File: src/rtl/instr_fetch.sv
// Instruction fetch stage: requests one word at PC, holds it until decode accepts,
// then advances PC sequentially or to a jump/branch target.
module instr_fetch #(
    parameter logic [31:0] RESET_PC = 32'h0000_0000
) (
    input  logic        clk,
    input  logic        rst_n,
    output logic        imem_req,
    output logic [31:0] imem_addr,
    input  logic        imem_ack,
    input  logic [31:0] imem_rdata,
    output logic [31:0] instr,
    output logic        instr_valid,
    input  logic        instr_ready,
    input  logic        jump,
    input  logic        branchTaken,
    output logic [31:0] pc,
    output logic [31:0] linkAddr
);

    typedef enum logic {
        FETCH = 1'b0,
        HOLD  = 1'b1
    } state_t;

    localparam logic [31:0] RESET_PC_ALIGNED = {RESET_PC[31:2], 2'b00};

    state_t      state_q, state_d;
    logic [31:0] pc_q, pc_d;
    logic [31:0] instr_q, instr_d;
    // Keeps imem_req low until the first edge after reset has been released.
    logic        armed_q;

    logic [31:0] pc4;
    logic [31:0] branch_off;
    logic [31:0] pc_next;

    assign pc4        = pc_q + 32'd4;
    assign branch_off = {{14{instr_q[15]}}, instr_q[15:0], 2'b00};

    always_comb begin
        pc_next = pc4;
        if (jump) begin
            pc_next = {pc4[31:28], instr_q[25:0], 2'b00};
        end else if (branchTaken) begin
            pc_next = pc4 + branch_off;
        end
    end

    always_comb begin
        state_d     = state_q;
        pc_d        = pc_q;
        instr_d     = instr_q;
        imem_req    = (state_q == FETCH) && armed_q;
        instr_valid = (state_q == HOLD);
        case (state_q)
            FETCH: begin
                if (imem_req && imem_ack) begin
                    instr_d = imem_rdata;
                    state_d = HOLD;
                end
            end
            HOLD: begin
                if (instr_ready) begin
                    pc_d    = pc_next;
                    state_d = FETCH;
                end
            end
            default: state_d = FETCH;
        endcase
    end

    always_ff @(posedge clk) begin
        if (!rst_n) begin
            state_q <= FETCH;
            pc_q    <= RESET_PC_ALIGNED;
            instr_q <= 32'h0;
            armed_q <= 1'b0;
        end else begin
            state_q <= state_d;
            pc_q    <= pc_d;
            instr_q <= instr_d;
            armed_q <= 1'b1;
        end
    end

    assign imem_addr = pc_q;
    assign pc        = pc_q;
    assign instr     = instr_q;
    assign linkAddr  = pc4;

endmodule

File: config.mk
export PLATFORM = sky130hd
export DESIGN_NAME = instr_fetch
export DESIGN_NICKNAME = d
export VERILOG_FILES = /design/src/rtl/instr_fetch.sv
export SDC_FILE = /design/constraint.sdc
export NUM_CORES = 1
export LEC_CHECK = 0
export CAP_MARGIN = 20
export CORE_MARGIN = 8
export CORE_UTILIZATION = 35
export DETAILED_ROUTE_END_ITERATION = 10
export GPL_ROUTABILITY_DRIVEN = 0
export SLEW_MARGIN = 10
export SYNTH_ARGS = -nofsm -noshare
export SYNTH_HDL_FRONTEND = slang
export SYNTH_SLANG_ARGS = --single-unit
export TNS_END_PERCENT = 30
File: constraint.sdc
create_clock -name clk -period 4.5 [get_ports clk]
set_clock_uncertainty 0.1 [all_clocks]
set_input_delay 0.675 -clock clk [delete_from_list [all_inputs] [get_ports clk]]
set_output_delay 0.675 -clock clk [all_outputs]
set_load 0.05 [all_outputs]
# Word-level counts from Yosys, hierarchy flattened
# Cells that the tools add are included.
dict set report word_totals {
  output_inout_bits 130
  wordCells 17
  ff_bits 66
}
dict set report op_classes {
  add_sub_neg 2
  n_reduce_logical 4
  mux 6
  bitwise_logic 1
}
# operator n
set op_table {}
lappend op_table {{2-to-1 mux 32 bit} 2}
lappend op_table {{adder 32 x 3 -> 32 bit (second input constant)} 1}
lappend op_table {{adder 32 bit} 1}
lappend op_table {{AND reduction 2 bit} 2}
lappend op_table {{2-to-1 mux 1 bit} 3}
lappend op_table {{logical AND 1 bit} 2}
lappend op_table {{case mux 1 bit (2 select lines)} 1}
lappend op_table {{inverter 1 bit} 1}

# Depth between registers and ports, before layout
dict set report logic_depth {
  ltp_word 5
  ltp_mapped 17
}

# Worst setup path before layout
# Ideal clock, no wire load.
dict set report synth_path {
  path_kind {register -> register}
  start {register pc_q[13], in the netlist imem_addr[13]}
  end {register pc_q[31], in the netlist imem_addr[31]}
  stages_incl_launch_ff 17
  synth_period_minus_slack_ps 5057
  t_arrival_ps 4885
  path_slack_ps -557
  setup_ps 72
  cell_sequence {dfxtp_1 clkinv_1 or3_4 or2_1 nor2_4 nand3_1 xnor2_1 ha_1 clkbuf_1 and3_1 a221oi_1 o31a_1 a31oi_1 o21ai_1 mux2i_1 mux2i_1 mux2i_1}
}
dict set report synth_between {
  elab_chain_len 4
}
# item line_no
set synth_lines {}
lappend synth_lines {{start: declaration} 29} ;# logic [31:0] pc_q, pc_d;
lappend synth_lines {{start signal: assignment} 81} ;# pc_q <= pc_d;
lappend synth_lines {{adder 32 x 3 -> 32 bit} 38} ;# assign pc4 = pc_q + 32'd4;
lappend synth_lines {{via linkAddr[18]} 18} ;# output logic [31:0] linkAddr
lappend synth_lines {{adder 32 bit} 46} ;# pc_next = pc4 + branch_off;
lappend synth_lines {{2-to-1 mux 32 bit} 45} ;# end else if (branchTaken) begin
lappend synth_lines {{2-to-1 mux 32 bit} 43} ;# if (jump) begin
# The timed path passes the listed nets, and every way through them passes these cells.
# A chain may end at the register's enable or synchronous reset.

# Worst setup path after layout
dict set report layout_path {
  start {register pc_q[7], in the netlist imem_addr[7]}
  end {register pc_q[31], in the netlist imem_addr[31]}
}
dict set report layout_between {
  elab_chain_len 4
}
# item line_no
set layout_lines {}
lappend layout_lines {{adder 32 x 3 -> 32 bit (*)} 38}
lappend layout_lines {{adder 32 bit} 46}
lappend layout_lines {{2-to-1 mux 32 bit} 45}
lappend layout_lines {{2-to-1 mux 32 bit (*)} 43}
# Every way passes the cells marked *; elsewhere a longest branch is shown, timed or not.

==> impl_metrics.toml <==
[floorplanning]
ioPinCount = 168
core.rowCount = 45
chip_height_um = 140
core_region_area_um2 = 15100
design.die.area_um2 = 19600
initial_core_utilization = 0.356
die_x_um = 140

[place]
placed_cell_area_um2 = 7120
detailed_place_hpwl_um = 15600
port_buffers = 161

[status]
outcome = "complete, no violations"

[synth]
post_synth_inst_count = 705
netlist.area_leader.share = 0.237
yosys-top-cells-count = "135 x sky130_fd_sc_hd__nand2_1, 64 x sky130_fd_sc_hd__dfxtp_1, 38 x sky130_fd_sc_hd__nor2_1, 37 x sky130_fd_sc_hd__a21boi_0"
synth_largest_area_cell = "sky130_fd_sc_hd__dfxtp_1"
synth-async-reset-ratio = 0
cell_types_occupying_the_most_area_after_synthesis = "sky130_fd_sc_hd__dfxtp_1 24%, sky130_fd_sc_hd__nand2_1 9.4%, sky130_fd_sc_hd__ha_1 8.3%, sky130_fd_sc_hd__xnor2_1 5.4%, sky130_fd_sc_hd__a21boi_0 5.1%"
ys_seq_area_frac = 0.237
ys_dominant_reg_cell = "sky130_fd_sc_hd__dfxtp_1"
postSynthAreaPerCell_um2 = 7.65
post_synth_num_cell_types = 71
ys_warn_count = 0
syn_std_cell_area_um2 = 5400
most_frequent_cell_after_synthesis = "sky130_fd_sc_hd__nand2_1"
ys_seq_elements = 64
synth-edff-count = 0

[clocking]
cts-htree-levels = 3
cts_root_buffer = "sky130_fd_sc_hd__clkbuf_16"
worstSkewPairLatency_ns = 0.34
ctsLongestPathBuffers = 2
tritoncts = "done"
cts_buffers = 9
number_of_clock_sinks = 64
worst_setup_hold_path_clk_slew_ns = 0.06

[timing]
maxSlewViolCount = 0
setup_viols_final = 0
max_slew_margin = 0.520
measured_slew_at_the_worst_slew_check_pin_ns = 0.717
final_period_minus_worst_setup_slack_ns = 4.18
fmax_ghz = 0.239
rsz_0062_raised_after_global_routing = "no"
hold_viol = 0
min_period_over_period = 0.929

[critical_path]
worstSetupStartpointType = "register"
cp_data_arrival_time_ns = 4.35
critical-path-top-delay-family = "simple AND/OR/NAND/NOR gates"
crit_fanout = 8
cp_slowest_cell = "sky130_fd_sc_hd__dfxtp_1"
worst_path_required_ns = 4.67
path_buf_inv = 0
most_numerous_cell_on_the_critical_path = "sky130_fd_sc_hd__mux2i_1"
cp_slowest_stage_delay_ns = 0.40
critPathCaptureType = "register"
crit_chain = "and4_1, nand4_1, or2_4, nor2_4, nand3_1, xnor2_4, ha_1, and3_1, a221oi_1, o31a_1, a31oi_1, o21ai_1, mux2i_1, mux2i_1, mux2i_1"
worst-setup-path-type = "reg2reg"

[cells_and_area]
num-nets-final = 904
stdcell_area_um2 = 7470
fraction_of_final_layout_cells_with_drive_strength_greater_than_1 = 0.0851
antenna_diode_count = 0
utilization = 0.494
area_growth_pct = 38.5

[detailed_routing]
finalWirelength_um = 19700
detail_route.vias_per_cell = 5.43
post_drt_wl_per_cell_um = 19.3
antenna_violating_nets_post_route = 0
drt_pre_antenna_iters = 5
via_count = 5551
drc_errors_left = 0
drt-initial-drc-count = 355

[pwr]
power.switching_mw = 0.546
cellInternalPower_mw = 1.22
power_density_nw_per_um2 = 236
power.ir.vdd_worst_uv = 219
power.share.sequential = 0.348
switching_share = 0.310
share_comb_of_total_power = 0.224
p_leak_nw = 3.06
clock_power_share = 0.429

[global_route]
overall_global_routing_usage = 0.198
via_count_of_the_first_global_routing_pass = 5478
globalRoute.totalOverflow = 0
first_pass_grt_wire_length_um = 30900
grt_max_degree = 51
grt_antenna_before_repair = 0

[flow_run]
max_cap_viol_count = 0

[hold_path]
type_of_the_worst_min_delay_path = "reg2reg"
## routing by layer
metal  vias to the layer above  global-route usage  share of wire
li1                       2695                   -              -
met1                      2576               0.260           0.44
met3                        22              0.0632          0.096
met4                         0              0.0566          0.015
met2                       258               0.304           0.45
met5                         -                   0              0
## registers in the layout, summed over array words and instances, names as in the netlist
| name | cells |
|---|---|
| instr_valid | 1 |
| imem_addr | 30 |
| armed_q | 1 |
| instr | 32 |
## through the flow
| step | instances | setup TNS [ns] | power [mW] | hold slack (ns) | setup slack, ns |
|---|---|---|---|---|---|
| finish | 1022 | 0 | 1.76 | 0.365 | 0.319 |
| global route | 1022 | 0 | 1.82 | 0.383 | 0.0392 |
| CTS | 1020 | 0 | 1.78 | 0.368 | 0.213 |
| detailed placement | 1004 | 0 | 1.01 | 0.359 | 0.230 |
| global placement | 1003 | 0 | 1.01 | 0.351 | 0.389 |
| floorplan | 710 | -0.0584 | 0.878 | 0.500 | -0.0584 |
## what timing repair did
item,4_1_cts,5_1_grt
buffers inserted,0,1
endpoints found under the setup margin,0,1
gates resized for setup,0,1
hold buffers,0,0
## path summary, 6_finish.rpt
| check | start | endpoint | slack, ns | cells after the start |
|---|---|---|---|---|
| setup / recovery | imem_addr[7] | imem_addr[31] | 0.32 | 15 |
| hold reg to reg | instr[29] | instr[29] | 0.37 | 2 |
| setup reg to reg | imem_addr[7] | imem_addr[31] | 0.32 | 15 |
| hold / removal | instr[29] | instr[29] | 0.37 | 2 |
## tightest hold or removal path: stages, from the launching register on
cell,delay (ns)
sky130_fd_sc_hd__dfxtp_1,0.31
sky130_fd_sc_hd__nand2_1,0.05
sky130_fd_sc_hd__a21boi_0,0.06
## power groups by stage
stage	sequential, mW	clock [mW]	combinational (mW)
global route	0.615	0.788	0.421
finish	0.612	0.755	0.394
global placement	0.623	0	0.385
detailed placement	0.625	0	0.390
floorplan	0.683	0	0.194
CTS	0.612	0.771	0.392
## layout by cell type, fill, tap and decap left out, types with 4 or more instances in the layout
cell type / count
sky130_fd_sc_hd__clkdlybuf4s50_1: 160
sky130_fd_sc_hd__nand2_1: 135
sky130_fd_sc_hd__dfxtp_1: 58
sky130_fd_sc_hd__nor2_1: 38
sky130_fd_sc_hd__a21boi_0: 37
sky130_fd_sc_hd__a21oi_1: 36
sky130_fd_sc_hd__ha_1: 36
sky130_fd_sc_hd__xnor2_1: 26
sky130_fd_sc_hd__a21o_1: 24
sky130_fd_sc_hd__o21ai_0: 24
sky130_fd_sc_hd__buf_4: 15
sky130_fd_sc_hd__nand3_1: 14
sky130_fd_sc_hd__xor2_1: 13
sky130_fd_sc_hd__and2_1: 12
sky130_fd_sc_hd__inv_1: 10
sky130_fd_sc_hd__nand4_1: 10
sky130_fd_sc_hd__mux2i_1: 10
sky130_fd_sc_hd__nand2b_1: 9
sky130_fd_sc_hd__clkbuf_16: 9
sky130_fd_sc_hd__and3_1: 8
sky130_fd_sc_hd__o21ai_1: 8
sky130_fd_sc_hd__a211oi_1: 8
sky130_fd_sc_hd__a31oi_1: 7
sky130_fd_sc_hd__and4_1: 6
sky130_fd_sc_hd__conb_1: 6
sky130_fd_sc_hd__dfxtp_2: 6
sky130_fd_sc_hd__xnor2_2: 5
sky130_fd_sc_hd__nor2b_1: 5
sky130_fd_sc_hd__o21bai_1: 5
sky130_fd_sc_hd__o211ai_1: 5
sky130_fd_sc_hd__nor3_1: 4
sky130_fd_sc_hd__a22o_1: 4
## final cells by class
cell class / instances / area [µm²]
clock buffers: 11 / 233
fillers: 1477 / 7670
clock inverters: 5 / 81.3
inverters: 12 / 45.0
well taps: 188 / 235
flip-flops and latches: 64 / 1290
repair buffers: 178 / 1770
multi-input cells: 564 / 3820
## kinds of logic (layout without fill, tap and decap cells)
kind of cell	Yosys count	after routing	synth area share
AOI/OAI and AO/OA	198	198	0.255
xor gates and xnor gates	49	49	0.0795
adders and majority gates	37	37	0.0872
buffers and inverters	82	206	0.0833
DFF	64	64	0.237
muxes	11	11	0.0206
other	1	6	0.000695
and+or+nand+nor	263	263	0.237
Power figures use the tool's default switching activity.
